--- config.mk ---
export PLATFORM = sky130hd
export DESIGN_NAME = prog_loader
export DESIGN_NICKNAME = d
export VERILOG_FILES = /design/src/rtl/prog_loader.sv
export SDC_FILE = /design/constraint.sdc
export NUM_CORES = 1
export LEC_CHECK = 0
export CAP_MARGIN = 10
export CORE_MARGIN = 1
export CORE_UTILIZATION = 46
export DETAILED_ROUTE_END_ITERATION = 16
export PLACE_DENSITY_LB_ADDON = 0.15
export SETUP_SLACK_MARGIN = 0.2
export SLEW_MARGIN = 25
export SYNTH_ARGS = -nofsm -noshare
export SYNTH_HDL_FRONTEND = slang
export SYNTH_SLANG_ARGS = --single-unit
--- constraint.sdc ---
create_clock -name clk -period 2.7 [get_ports clk]
set_input_delay 0.675 -clock clk [delete_from_list [all_inputs] [get_ports clk]]
set_output_delay 0.675 -clock clk [all_outputs]
set_load 0.01 [all_outputs]
--- src/rtl/prog_loader.sv ---
// Byte-serial program loader: parses a length-prefixed, XOR-checksummed image,
// writes big-endian words into instruction memory and releases the core once verified.
module prog_loader #(
  parameter logic [15:0] BASE_ADDR = 16'h0000,
  parameter logic [15:0] MAX_WORDS = 16'hFFFF
) (
  input  logic        clk,
  input  logic        rst,
  input  logic [7:0]  in_data,
  input  logic        in_valid,
  output logic        in_ready,
  output logic [15:0] im_addr,
  output logic [31:0] im_data,
  output logic        im_we,
  output logic        cpu_rst_f,
  output logic        done,
  output logic        err,
  output logic [15:0] word_cnt
);

  localparam int unsigned BW = 8;
  localparam int unsigned AW = 16;
  localparam int unsigned DW = 32;

  typedef enum logic [2:0] {
    S_HDR_HI = 3'd0,
    S_HDR_LO = 3'd1,
    S_DATA   = 3'd2,
    S_CHK    = 3'd3,
    S_DONE   = 3'd4,
    S_ERR    = 3'd5
  } state_e;

  state_e        state_q;
  logic          in_ready_q;
  logic          im_we_q;
  logic [AW-1:0] im_addr_q;
  logic [DW-1:0] im_data_q;
  logic          cpu_rst_f_q;
  logic          done_q;
  logic          err_q;
  logic [AW-1:0] word_cnt_q;
  logic [AW-1:0] len_q;
  logic [BW-1:0] csum_q;
  logic [1:0]    byte_idx_q;
  logic [DW-BW-1:0] asm_q;

  logic          xfer;
  logic [AW-1:0] len_d;
  logic [AW-1:0] word_cnt_d;
  logic          len_too_big;

  // Handshake and derived header/counter values
  always_comb begin
    xfer        = in_valid && in_ready_q;
    len_d       = {len_q[AW-1:BW], in_data};
    word_cnt_d  = word_cnt_q + AW'(1);
    len_too_big = ({1'b0, len_d} > {1'b0, MAX_WORDS});
  end

  always_ff @(posedge clk) begin
    if (rst) begin
      state_q     <= S_HDR_HI;
      in_ready_q  <= 1'b0;
      im_we_q     <= 1'b0;
      im_addr_q   <= BASE_ADDR;
      im_data_q   <= '0;
      cpu_rst_f_q <= 1'b0;
      done_q      <= 1'b0;
      err_q       <= 1'b0;
      word_cnt_q  <= '0;
      len_q       <= '0;
      csum_q      <= '0;
      byte_idx_q  <= '0;
      asm_q       <= '0;
    end else begin
      im_we_q <= 1'b0;
      case (state_q)
        S_HDR_HI: begin
          in_ready_q <= 1'b1;
          if (xfer) begin
            len_q[AW-1:BW] <= in_data;
            csum_q         <= csum_q ^ in_data;
            state_q        <= S_HDR_LO;
          end
        end
        S_HDR_LO: begin
          in_ready_q <= 1'b1;
          if (xfer) begin
            len_q[BW-1:0] <= in_data;
            csum_q        <= csum_q ^ in_data;
            byte_idx_q    <= '0;
            if (len_too_big) begin
              state_q    <= S_ERR;
              in_ready_q <= 1'b0;
              err_q      <= 1'b1;
            end else if (len_d == '0) begin
              state_q <= S_CHK;
            end else begin
              state_q <= S_DATA;
            end
          end
        end
        S_DATA: begin
          in_ready_q <= 1'b1;
          if (xfer) begin
            asm_q      <= {asm_q[DW-2*BW-1:0], in_data};
            csum_q     <= csum_q ^ in_data;
            byte_idx_q <= byte_idx_q + 2'd1;
            // Fourth byte completes a word: issue the write pulse next cycle
            if (byte_idx_q == 2'd3) begin
              im_data_q  <= {asm_q, in_data};
              im_addr_q  <= BASE_ADDR + word_cnt_q;
              im_we_q    <= 1'b1;
              word_cnt_q <= word_cnt_d;
              if (word_cnt_d == len_q) begin
                state_q <= S_CHK;
              end
            end
          end
        end
        S_CHK: begin
          in_ready_q <= 1'b1;
          if (xfer) begin
            in_ready_q <= 1'b0;
            if (in_data == csum_q) begin
              state_q     <= S_DONE;
              done_q      <= 1'b1;
              cpu_rst_f_q <= 1'b1;
            end else begin
              state_q <= S_ERR;
              err_q   <= 1'b1;
            end
          end
        end
        S_DONE: begin
          in_ready_q <= 1'b0;
        end
        S_ERR: begin
          in_ready_q <= 1'b0;
        end
        default: begin
          state_q    <= S_ERR;
          in_ready_q <= 1'b0;
          err_q      <= 1'b1;
        end
      endcase
    end
  end

  assign in_ready  = in_ready_q;
  assign im_we     = im_we_q;
  assign im_addr   = im_addr_q;
  assign im_data   = im_data_q;
  assign cpu_rst_f = cpu_rst_f_q;
  assign done      = done_q;
  assign err       = err_q;
  assign word_cnt  = word_cnt_q;

endmodule

==> results.yml <==
clock_tree:
  cts.htree.levels: 4
  cts.sinks: 121
  cts_tree: "done"
  clockBufferDepth: 2
  clk_pin_slew_worst_paths_ns: 0.06
  cts-buffers-inserted: 17
  cts-root-buf: "clkbuf_8"
  clock_latency_ns: 0.51
placed_design:
  pre_cts_slack_ns: 0.288
  dpl.hpwl_mm: 8.65
  io_buffers: 79
  place.gp.congestion: 0.848
  place_area_um2: 6060
floorplan:
  initial_core_util_pct: 47.2
  io_pins: 80
  dieArea_um2: 11600
  rows: 38
  die_h_um: 108
  core_um2: 10900
  die_x_um: 108
layout:
  nFillCells: 992
  seqCellArea_um2: 2430
  multi_input_area_um2: 2470
  finish.instance_area_um2: 6660
  n_antenna_cell: 0
  area_delta_synth_final_pct: 29.6
  nets: 712
  drive_gt1_share_pct: 9.83
critical_path:
  path_max_fanout: 7
  worstSetupStartpointType: "flip-flop"
  worstPathArrival_ns: 2.81
  cp.required_ns: 3.15
  crit_path_cell_trace: "nand4_2, nor3_4, nand2_1, a2111oi_2, nand4_1, nor4_2, buf_4, o31a_1"
  cpPeakStageDelay_ns: 0.50
  rr_worst_depth: 8
  crit_path_start: "word_cnt[8]"
  regToRegEndpoint: "state_q[0]"
  reg2reg_from: "word_cnt[8]"
  crit_slowest_cell: "dfxtp_1"
  endpoint_kind: "flip-flop"
  rrSetupSlack_ns: 0.34
  path_class: "flip-flop to flip-flop"
logic_synthesis:
  avgSynthCellArea_um2: 8.16
  yosys_register_bits: 121
  synth-seq-area-share_pct: 47.1
  yosysTopAreaCell: "dfxtp_1"
  synth_warnings: 0
  ys.flop_type: "dfxtp_1"
  synth_top_area_share_pct: 47.1
  synth_async_sr_flop_share_pct: 0
  syn_area_um2: 5140
  yosys.cell_count.top_type: "nand2_1"
  synth_edf_count: 0
  synth_cells: 630
  synth_top_cells_by_area: "dfxtp_1 (47%), nand2_1 (12%), a21oi_1 (8.2%)"
  synth_commonest_cells: "nand2_1 (171), dfxtp_1 (121), a21oi_1 (84)"
  ys_types: 49
  syn_nets: 643
routing:
  ant_nets: 0
  routedWlPerCell_um: 14.9
  drt_pass1_iterations: 4
  num_vias: 4447
  drc: 0
  routed_wl_mm: 12.7
  via_per_inst: 5.22
  drt_iter0_markers: 268
sta:
  min_period_over_period_pct: 87.4
  worst_hold_slack_ns: 0.456
  fmax_mhz: 424
  setup_viol: 0
  setup_tns_ns: 0
  grt_setup_unrepaired: "true"
  finalHoldViolCount: 0
  worst_pin_slew_ns: 0.526
  period_minus_slack_ns: 2.36
  relSlewSlack_pct: 65.0
  layout_setup_ws_ns: 0.339
  slew_violations: 0
  finClkSkew_ns: 0.00626
global_route:
  first_global_vias: 4191
  grt-ovfl-total: 0
  grt_first_pass_wirelength_mm: 20.9
  antenna_found_initial: 0
  grt_max_degree: 47
  track_usage_pct: 23.4
power:
  p_leak_nw: 2.32
  p_per_area_nw_per_um2: 633
  ir_drop_v: 0.000424
min_path:
  min_path_type: "flip-flop to flip-flop"
  whs_endpoint: "im_data[17]"
  min_path_cells: 2
  min-delay-start: "im_data[17]"
job:
  cap_violations: 0
outcome:
  outcome: "complete, no violations"
[registers in the layout, indices dropped and copies added (netlist names), 2 cells and up]
signal and count:
csum_q 8, len_q 16, byte_idx_q 2, im_data 32, im_addr 16, state_q 3, asm_q 24, word_cnt 16
[report_power, final]
| part | leakage [nW] | switching [W] | internal [W] |
|---|---|---|---|
| Combinational | 1.07 | 0.0000945 | 0.0000753 |
| Clock | 0.276 | 0.000810 | 0.00141 |
| Sequential | 0.978 | 0.0000237 | 0.00181 |
[per-layer routing]
metal,vias up,GRT usage [%],wire length [um]
li1,2225,-,-
met1,2096,29.9,5720
met2,112,38.0,6080
met3,14,6.30,716
met4,0,7.73,149
met5,-,0,0
[stage by stage]
stage               util (%)  cells  power [W]
floorplan                  -    630    0.00198
global placement        55.7    820    0.00203
detailed placement      55.7    820    0.00204
CTS                     61.1    852    0.00425
global route            61.2    852    0.00435
finish                  61.2    852    0.00422
[how the worst max path moves through the flow]
stage / to
after CTS: state_q[0]
final: state_q[0]
after floorplan: state_q[0]
after global routing: state_q[0]
after global placement: state_q[0]
after detailed placement: state_q[0]
[placed cells by master, fill, tap and decap left out, drive strengths merged, types with 2 or more instances in the layout]
master	instances
nor2	57
xor2	21
buf	24
clkbuf	22
inv	3
nand2b	3
o2111ai	2
xnor2	24
nand3	9
nand3b	4
nor3	7
clkinv	2
bufinv	2
a21oi	84
a31oi	4
nand2	171
nor2b	3
a211oi	2
clkdlybuf4s50	78
ha	2
clkinvlp	5
nor4	9
o21ai	6
or3	4
nand4	7
dfxtp	121
mux2i	20
and2	2
[repair_timing]
action                                  4_1_cts  5_1_grt
setup buffers                                 0        0
endpoints found under the setup margin        0        2
hold buffers                                  0        0
resized for setup                             0        4
[cells by family (layout without fill, tap and decap cells)]
logic type	after synthesis	count (layout)	synth area share [%]
muxes	20	20	3.89
and+or+nand+nor	281	281	24.3
DFF	121	121	47.1
xor gates and xnor gates	45	45	7.66
buffers and inverters	54	136	5.13
adders and majority gates	2	2	0.486
AOI/OAI and AO/OA	107	107	11.5
[worst max-delay path, delay by kind of cell (launching register included)]
kind	cells	cell delay [ns]
AO/OA/AOI/OAI	2	0.46
buffers and inverters	1	0.16
flip-flops	1	0.50
AND/OR/NAND/NOR	5	1.18
[area by class of cell]
cell class | count | share of cell area, %
clock inverter | 10 | 1.75
multi-input combinational | 455 | 37.0
tap | 140 | 2.63
clock buffer | 22 | 7.10
inverter | 2 | 0.113
timing repair buffer | 102 | 15.0
sequential | 121 | 36.4
Note: power is estimated with default switching activity, not from simulation.
